==> src/rtl/avmm_arbiter.sv <==
// Round-robin Avalon-MM arbiter: NM masters share one slave port, with write-burst
// locking and an in-order route FIFO that steers read responses back to their issuer.
module avmm_arbiter #(
  parameter int NM        = 2,
  parameter int AW        = 16,
  parameter int DW        = 64,
  parameter int MAX_BURST = 1,
  parameter int MAX_PEND  = 4,
  localparam int BCW = $clog2(MAX_BURST),
  localparam int BW  = BCW + 1,
  localparam int IW  = (NM > 1) ? $clog2(NM) : 1,
  localparam int PW  = $clog2(MAX_PEND)
) (
  input  logic                       clk,
  input  logic                       rst_n,
  input  logic [NM-1:0][AW-1:0]      m_address,
  input  logic [NM-1:0]              m_read,
  input  logic [NM-1:0]              m_write,
  input  logic [NM-1:0][BW-1:0]      m_burstcount,
  input  logic [NM-1:0][DW-1:0]      m_writedata,
  input  logic [NM-1:0][DW/8-1:0]    m_byteenable,
  output logic [NM-1:0]              m_waitrequest,
  output logic [DW-1:0]              m_readdata,
  output logic [NM-1:0]              m_readdatavalid,
  output logic [AW-1:0]              s_address,
  output logic                       s_read,
  output logic                       s_write,
  output logic [BW-1:0]              s_burstcount,
  output logic [DW-1:0]              s_writedata,
  output logic [DW/8-1:0]            s_byteenable,
  input  logic                       s_waitrequest,
  input  logic [DW-1:0]              s_readdata,
  input  logic                       s_readdatavalid,
  output logic                       err_orphan
);

  typedef enum logic {IDLE, WBURST} state_t;

  localparam logic [PW:0] PEND_FULL = MAX_PEND[PW:0];

  state_t          state;
  logic [IW-1:0]   rr_ptr;
  logic [IW-1:0]   lock_id;
  logic [BW-1:0]   wcnt;

  // Route FIFO: one entry per accepted read command
  logic [IW-1:0]   fifo_id [MAX_PEND];
  logic [BW-1:0]   fifo_bc [MAX_PEND];
  logic [PW-1:0]   wr_ptr;
  logic [PW-1:0]   rd_ptr;
  logic [PW:0]     count;
  logic [BW-1:0]   head_cnt;

  logic            full;
  logic            empty;
  logic [IW-1:0]   head_id;
  logic [BW-1:0]   head_bc;
  logic [BW-1:0]   head_eff;
  logic            head_last;
  logic            rsp_beat;
  logic            push;
  logic            pop;

  logic            rr_found;
  logic [IW-1:0]   rr_id;
  logic            wr_found;
  logic [IW-1:0]   wr_id;
  logic [IW:0]     arb_sum;
  logic [IW-1:0]   arb_idx;

  logic            grant_valid;
  logic [IW-1:0]   sel;
  logic            act;
  logic            rd_blocked;
  logic            rd_acc;
  logic            wr_acc;
  logic            burst_start;

  function automatic logic [IW-1:0] next_id(input logic [IW-1:0] id);
    return (id == IW'(NM - 1)) ? '0 : id + IW'(1);
  endfunction

  assign full  = (count == PEND_FULL);
  assign empty = (count == '0);

  // Circular scan from rr_ptr: first requester of any kind, and first writer
  always_comb begin
    rr_found = 1'b0;
    rr_id    = '0;
    wr_found = 1'b0;
    wr_id    = '0;
    arb_sum  = '0;
    arb_idx  = '0;
    for (int k = 0; k < NM; k++) begin
      arb_sum = {1'b0, rr_ptr} + (IW+1)'(k);
      if (arb_sum >= (IW+1)'(NM))
        arb_sum = arb_sum - (IW+1)'(NM);
      arb_idx = arb_sum[IW-1:0];
      if (!rr_found && (m_read[arb_idx] || m_write[arb_idx])) begin
        rr_found = 1'b1;
        rr_id    = arb_idx;
      end
      if (!wr_found && m_write[arb_idx]) begin
        wr_found = 1'b1;
        wr_id    = arb_idx;
      end
    end
  end

  // A read-only winner facing a full FIFO yields to the next writer in RR order
  always_comb begin
    if (state == WBURST) begin
      grant_valid = 1'b1;
      sel         = lock_id;
    end else if (full && rr_found && !m_write[rr_id] && wr_found) begin
      grant_valid = 1'b1;
      sel         = wr_id;
    end else begin
      grant_valid = rr_found;
      sel         = rr_found ? rr_id : '0;
    end
  end

  assign rd_blocked = (state == IDLE) && full && !m_write[sel];
  assign act        = rst_n && grant_valid;

  always_comb begin
    s_address    = '0;
    s_burstcount = '0;
    s_writedata  = '0;
    s_byteenable = '0;
    s_read       = 1'b0;
    s_write      = 1'b0;
    if (act) begin
      s_address    = m_address[sel];
      s_burstcount = m_burstcount[sel];
      s_writedata  = m_writedata[sel];
      s_byteenable = m_byteenable[sel];
      s_read       = (state == IDLE) && m_read[sel] && !full;
      s_write      = m_write[sel];
    end
  end

  assign rd_acc      = s_read && !s_waitrequest;
  assign wr_acc      = s_write && !s_waitrequest;
  assign burst_start = (state == IDLE) && wr_acc && (m_burstcount[sel] > BW'(1));

  assign head_id   = fifo_id[rd_ptr];
  assign head_bc   = fifo_bc[rd_ptr];
  assign head_eff  = (head_bc == '0) ? BW'(1) : head_bc;
  assign head_last = (head_cnt == head_eff - BW'(1));
  assign rsp_beat  = s_readdatavalid && !empty;
  assign push      = rd_acc;
  assign pop       = rsp_beat && head_last;

  assign m_readdata = s_readdata;

  for (genvar gi = 0; gi < NM; gi++) begin : g_port
    assign m_waitrequest[gi]   = !(grant_valid && (sel == IW'(gi))) || s_waitrequest || rd_blocked;
    assign m_readdatavalid[gi] = rsp_beat && (head_id == IW'(gi));
  end

  // Grant state machine
  always_ff @(posedge clk or negedge rst_n) begin
    if (!rst_n) begin
      state   <= IDLE;
      rr_ptr  <= '0;
      lock_id <= '0;
      wcnt    <= '0;
    end else begin
      case (state)
        IDLE: begin
          if (burst_start) begin
            state   <= WBURST;
            lock_id <= sel;
            wcnt    <= m_burstcount[sel] - BW'(1);
          end else if (rd_acc || wr_acc) begin
            rr_ptr <= next_id(sel);
          end
        end
        WBURST: begin
          if (wr_acc) begin
            if (wcnt <= BW'(1)) begin
              state  <= IDLE;
              wcnt   <= '0;
              rr_ptr <= next_id(lock_id);
            end else begin
              wcnt <= wcnt - BW'(1);
            end
          end
        end
        default: state <= IDLE;
      endcase
    end
  end

  always_ff @(posedge clk) begin
    if (push) begin
      fifo_id[wr_ptr] <= sel;
      fifo_bc[wr_ptr] <= m_burstcount[sel];
    end
  end

  always_ff @(posedge clk or negedge rst_n) begin
    if (!rst_n) begin
      wr_ptr     <= '0;
      rd_ptr     <= '0;
      count      <= '0;
      head_cnt   <= '0;
      err_orphan <= 1'b0;
    end else begin
      if (push)
        wr_ptr <= wr_ptr + PW'(1);
      if (pop)
        rd_ptr <= rd_ptr + PW'(1);
      case ({push, pop})
        2'b10:   count <= count + (PW+1)'(1);
        2'b01:   count <= count - (PW+1)'(1);
        default: count <= count;
      endcase
      if (rsp_beat)
        head_cnt <= head_last ? '0 : head_cnt + BW'(1);
      if (s_readdatavalid && empty)
        err_orphan <= 1'b1;
    end
  end

endmodule

==> config.mk <==
export PLATFORM = sky130hd
export DESIGN_NAME = avmm_arbiter
export DESIGN_NICKNAME = d
export VERILOG_FILES = /design/src/rtl/avmm_arbiter.sv
export SDC_FILE = /design/constraint.sdc
export NUM_CORES = 1
export LEC_CHECK = 0
export CAP_MARGIN = 10
export CORE_AREA = 2 2 159 161
export CTS_BUF_LIST = sky130_fd_sc_hd__clkbuf_4 sky130_fd_sc_hd__clkbuf_8 sky130_fd_sc_hd__clkbuf_16
export DETAILED_ROUTE_END_ITERATION = 10
export DIE_AREA = 0 0 161 163
export SETUP_SLACK_MARGIN = 0.3
export SLEW_MARGIN = 20
export SYNTH_ARGS = -nofsm -noshare
export SYNTH_HDL_FRONTEND = slang
export SYNTH_SLANG_ARGS = --single-unit
==> constraint.sdc <==
create_clock -name clk -period 2.89 [get_ports clk]
set_clock_uncertainty 0.1 [all_clocks]
set_input_delay 0.7225 -clock clk [delete_from_list [all_inputs] [get_ports clk]]
set_output_delay 0.7225 -clock clk [all_outputs]
set_load 0.05 [all_outputs]
==> results of run 1 <==
## synth_stat cells, drive strengths merged, types with 2 or more instances
| library cell | n | share of area |
|---|---|---|
| dfrtp | 10 | 0.081 |
| nor2 | 4 | 0.0049 |
| a21oi | 92 | 0.16 |
| buf | 102 | 0.24 |
| edfxtp | 4 | 0.039 |
| ha | 5 | 0.020 |
| nand2 | 4 | 0.0049 |
| nor2b | 2 | 0.0041 |
| inv | 10 | 0.012 |
| nand3 | 93 | 0.15 |
| and2 | 6 | 0.012 |
| xnor2 | 4 | 0.011 |
| o21ai | 91 | 0.15 |
| xor2 | 2 | 0.0057 |
| nor3 | 3 | 0.0049 |
| clkbuf | 11 | 0.013 |
## state kept, by name (all words and copies together) (netlist names)
| register | flops |
|---|---|
| state | 1 |
| count | 3 |
| err_orphan | 1 |
| wr_ptr | 2 |
| fifo_id | 4 |
| rd_ptr | 2 |
| rr_ptr | 1 |
## final cells by class
type                       count  area share
clock buffer                   3     0.00777
sequential                    14      0.0384
tap                          330      0.0427
inverter                      10     0.00414
clock inverter                 1    0.000388
timing repair buffer         444       0.556
multi-input combinational    330       0.351
## power breakdown
group          leakage (nW)  internal [mW]  switching (mW)  total (mW)
Sequential            0.153          0.286          0.0886       0.375
Combinational          3.34           3.17            3.46        6.63
Clock                0.0385          0.183          0.0759       0.259
Total                  3.53           3.63            3.63        7.26
## metrics by stage
stage	utilization	instances	TNS, ns
final	0.392	1132	-12.96
after global routing	0.392	1132	-20.62
after CTS	0.366	1118	-20.06
after detailed placement	0.315	1079	-60.18
after global placement	0.315	1079	-57.78
after floorplan	-	467	-0.147
## worst paths after layout
check / start / end / depth (start not counted)
max: m_write[1] / s_writedata[61] / 11
min: err_orphan / err_orphan / 1
max reg2reg: count[1] / count[2] / 11
min reg2reg: err_orphan / err_orphan / 1
max in group asynchronous: rst_n / count[2] / 3
min in group asynchronous: rst_n / wr_ptr[0] / 2
## cell families after synthesis
kind of cell	share of synthesized area
multiplexers	0.0154
flip-flops	0.120
buffers and inverters	0.264
adder cells (fa/ha/maj)	0.0268
AND/OR/NAND/NOR	0.207
AO/OA/AOI/OAI	0.349
XOR/XNOR	0.0171
## what timing repair did
action / in CTS / in global routing
resized for setup: 212 / 123
endpoints found under the setup margin: 96 / 95
buffers inserted: 21 / 6
pin swaps: 30 / 69
gates cloned: 14 / 8
## critical path, stage by stage
cell and delay (ns):
buf_8 0.10, buf_6 0.11, buf_6 0.11, a22oi_2 0.21
buf_4 0.16, buf_12 0.16, buf_12 0.13, buf_16 0.14
o21ai_1 0.10, a21oi_4 0.15, buf_6 0.17
## metal layers
layer | track usage | vias to the layer above
met5 | 0 | -
met4 | 0.0361 | 0
met3 | 0.0328 | 54
met2 | 0.248 | 206
met1 | 0.181 | 2341
li1 | - | 2313
==> flow_summary.yaml, run 1 <==
cts:
  cts_tree: "yes"
  numCtsBuffers: 3
  clock_latency_ns: 0.24
  numClockSinks: 14
  cts_buffer_depth: 2
  clk_pin_slew_worst_paths_ns: 0.05
  postCtsHoldBufs: 0
  h-tree-depth: 1
  cts_root_buffer: "clkbuf_16"
drt:
  drc: 0
  via_count: 4914
  met1Wirelength_microns: 8480
  dr_wl_met3_microns: 1620
  drtPass1Iterations: 4
  antenna_left: 0
  top_layer_used: "met4"
  dr_wl_met2_microns: 10400
  wl_per_cell_microns: 18.6
  finalWirelength_microns: 21100
  drtIter0Drc: 213
  via_per_inst: 4.34
synth:
  synthesis.area_sq_mm: 0.00308
  synthCells: 467
  yosysSeqAreaShare: 0.120
  yosysWarnings: 0
  synth_area_per_cell_sq_um: 6.60
  ys_seq_elements: 14
  synth_ff_type: "dfrtp_1"
  synth_cell_types: 44
  synth_nets: 723
  ys_async_sr_fraction: 0.714
  synth_edf_count: 4
floorplanning:
  dieArea_sq_mm: 0.0262
  core_area_sq_mm: 0.0247
  io_pins: 410
  dieHeight_microns: 163
  start_util: 0.125
  die_x_microns: 161
  rows: 58
cells_and_area:
  multi_input_area_sq_mm: 0.00339
  nets: 1059
  regArea_sq_um: 372
  final_common_cell: "clkdlybuf4s50_1"
  syn2layout_area_growth_pct: 214
  postLayoutCellArea_sq_mm: 0.00967
  mostFrequentLayoutCells: "181 x clkdlybuf4s50_1, 91 x buf_4, 90 x a21oi_4"
  n_antenna_cell: 0
  num-fill-cells: 2395
  drive_gt1_frac: 0.570
global_routing:
  overflow: 0
  antenna_found_initial: 0
  grt_max_degree: 56
  grt_use_total: 0.144
  grt_pass1_wl_microns: 29500
  grt_pass1_vias: 4944
timing:
  finalHoldViolCount: 0
  maxSlewViolCount: 0
  period_share: 1.07
  tightest_slew_ns: 0.490
  maxSlewHeadroom: 0.672
  rsz0062_at_grt: "true"
  max_freq_mhz: 323
  finalWorstSetupSlack_ns: -0.205
  whs_ns: 0.348
  setup_violations: 93
  period_needed_ns: 3.10
placed_design:
  portBuffers: 281
  place_ws_ns: -0.819
  hpwlAfterDp_microns: 13700
  dpl_cell_area_sq_mm: 0.00776
  place_congestion: 0.777
power_and_ir_drop:
  p_total_mw: 7.26
  power_density_mw_per_mm2: 751
  leakagePower_nw: 3.53
  max-vdd-ir-drop_mv: 0.358
worst_setup_path:
  crit_fanout: 7
  rrSetupSlack_ns: 0.39
  startpoint_type: "input port"
  cp.arrival_ns: 2.27
  end_kind: "output pin"
  criticalPathCategory: "input port to output pin"
  cp.required_ns: 2.07
flow_run:
  maxCapViolCount: 0
status:
  violations: "setup timing"
  status: "finished with violations"
worst_hold_path:
  hold_class: "flip-flop to flip-flop"
Note: power is estimated with default switching activity, not from simulation.
==> run 2: changes to the inputs <==
clock period = 2.6 ns   (was 2.89 ns; I/O delays follow)
==> run 2 against run 1 <==
  * Sequential share of layout area shrank 0.47 points
  * Combinational power rose by 31%
  * Cell area increased by 14%
  * The flow still finishes with violations (setup timing)
  * Global-route usage is 1.9 points higher
  * Critical path depth did not move
  * Via count is 4.1% higher
==> flow_summary.yaml, run 2 (synthesized netlist as in run 1, its figures left out) <==
global_routing:
  grt_pass1_wl_microns: 32800
  antenna_found_initial: 0
  overflow: 0
  grt_pass1_vias: 5394
  grt_max_degree: 50
  grt_use_total: 0.163
placed_design:
  place_ws_ns: -0.841
  place_congestion: 0.808
  portBuffers: 281
  hpwlAfterDp_microns: 14200
worst_setup_path:
  end_kind: "output pin"
  cp.arrival_ns: 2.17
  rr_worst_depth: 12
  startpoint_type: "input port"
  cp.required_ns: 1.85
  crit_fanout: 7
  criticalPathCategory: "input port to output pin"
cts:
  h-tree-depth: 1
  numClockSinks: 14
  cts_buffer_depth: 2
  cts_root_buffer: "clkbuf_16"
  clk_pin_slew_worst_paths_ns: 0.05
  clock_latency_ns: 0.24
  numCtsBuffers: 3
  cts_tree: "yes"
cells_and_area:
  drive_gt1_frac: 0.665
  final_core_util: 0.447
  num-fill-cells: 2251
  largest_register: "fifo_id"
  mostFrequentLayoutCells: "180 x clkdlybuf4s50_1, 108 x buf_4, 90 x a21oi_4"
  nets: 1108
  n_antenna_cell: 0
  syn2layout_area_growth_pct: 258
  reg_top3: "fifo_id: 4 flops, count: 3 flops"
  largest_reg_flops: 4
  final_common_cell: "clkdlybuf4s50_1"
power_and_ir_drop:
  max-vdd-ir-drop_mv: 0.669
  leakagePower_nw: 4.02
  p_total_mw: 9.41
  power_density_mw_per_mm2: 853
timing:
  maxSlewHeadroom: 0.664
  rsz0062_at_grt: "true"
  period_needed_ns: 2.92
  max_freq_mhz: 342
  tightest_slew_ns: 0.502
  setup_violations: 92
  period_share: 1.12
  whs_ns: 0.370
  maxSlewViolCount: 0
  finalHoldViolCount: 0
  finalWorstSetupSlack_ns: -0.324
floorplanning:
  core_area_sq_mm: 0.0247
  die_x_microns: 161
  rows: 58
  dieHeight_microns: 163
  io_pins: 410
  dieArea_sq_mm: 0.0262
  start_util: 0.125
worst_hold_path:
  hold_depth: 1
  hold_class: "flip-flop to flip-flop"
flow_run:
  maxCapViolCount: 0
status:
  status: "finished with violations"
  violations: "setup timing"
drt:
  wl_per_cell_microns: 20.2
  antenna_left: 0
  drc: 0
  drtIter0Drc: 172
  drtPass1Iterations: 4
  via_per_inst: 4.33
  finalWirelength_microns: 23900
  via_count: 5116
==> run 2: changes by cell type in the layout (fill, tap and decap cells not counted), sizes merged <==
cell           previous run  this run
clkbuf                   10         9
clkdlybuf4s50           181       180
dlygate4sd2               1         2
buf                     255       305
==> run 2: path summary, 6_finish.rpt <==
path / startpoint / slack (ns) / to
max: m_read[0] / -0.32 / s_writedata[36]
min: err_orphan / 0.37 / err_orphan
max reg2reg: count[1] / 0.09 / count[2]
min reg2reg: err_orphan / 0.37 / err_orphan
max in group asynchronous: rst_n / 1.75 / count[1]
min in group asynchronous: rst_n / 0.48 / err_orphan
==> run 2: metal layers <==
| metal | part of all wire | wire length [microns] | GRT usage | up-vias |
|---|---|---|---|---|
| li1 | - | - | - | 2414 |
| met1 | 0.41 | 9830 | 0.206 | 2455 |
| met2 | 0.51 | 12100 | 0.285 | 194 |
| met3 | 0.049 | 1170 | 0.0222 | 53 |
| met5 | 0 | 0 | 0 | - |
| met4 | 0.032 | 755 | 0.0524 | 0 |
==> run 2: final cells by class <==
class	instances	area [sq um]	area share
Multi-Input combinational cell	330	4040	0.366
Sequential cell	14	373	0.0338
Clock buffer	3	75.1	0.00680
Clock inverter	1	3.75	0.000340
Inverter	10	42.5	0.00385
Timing Repair Buffer	493	6090	0.552
Tap cell	330	413	0.0374
==> run 2: through the flow <==
| stage | area, sq um | setup TNS [ns] | cells |
|---|---|---|---|
| 6_report | 11000 | -24.29 | 1181 |
| 5_1_grt | 11000 | -29.23 | 1181 |
| 4_1_cts | 10300 | -26.47 | 1165 |
| 3_5_place_dp | 8080 | -72.78 | 1109 |
| 3_3_place_gp | 8080 | -72.66 | 1109 |
| 2_1_floorplan | 4160 | -10.19 | 467 |
==> run 2: worst max-delay path, cell delays in order <==
cell and delay (ns):
buf_6 0.07, or2b_1 0.25, a22oi_2 0.17, buf_6 0.19
buf_6 0.12, buf_12 0.09, buf_16 0.11, o21ai_2 0.05
buf_4 0.13, a21oi_4 0.15, buf_6 0.18
==> run 2: what timing repair did <==
action	CTS	global route
pin swaps	54	68
hold buffers	0	0
resized for setup	338	150
setup endpoints to repair	109	97
buffers inserted	30	9
cloned	22	7
==> run 2: report_power, final <==
group	internal (mW)	switching, mW	total, mW
Combinational	4.27	4.44	8.71
Sequential	0.320	0.0890	0.409
Clock	0.203	0.0889	0.292
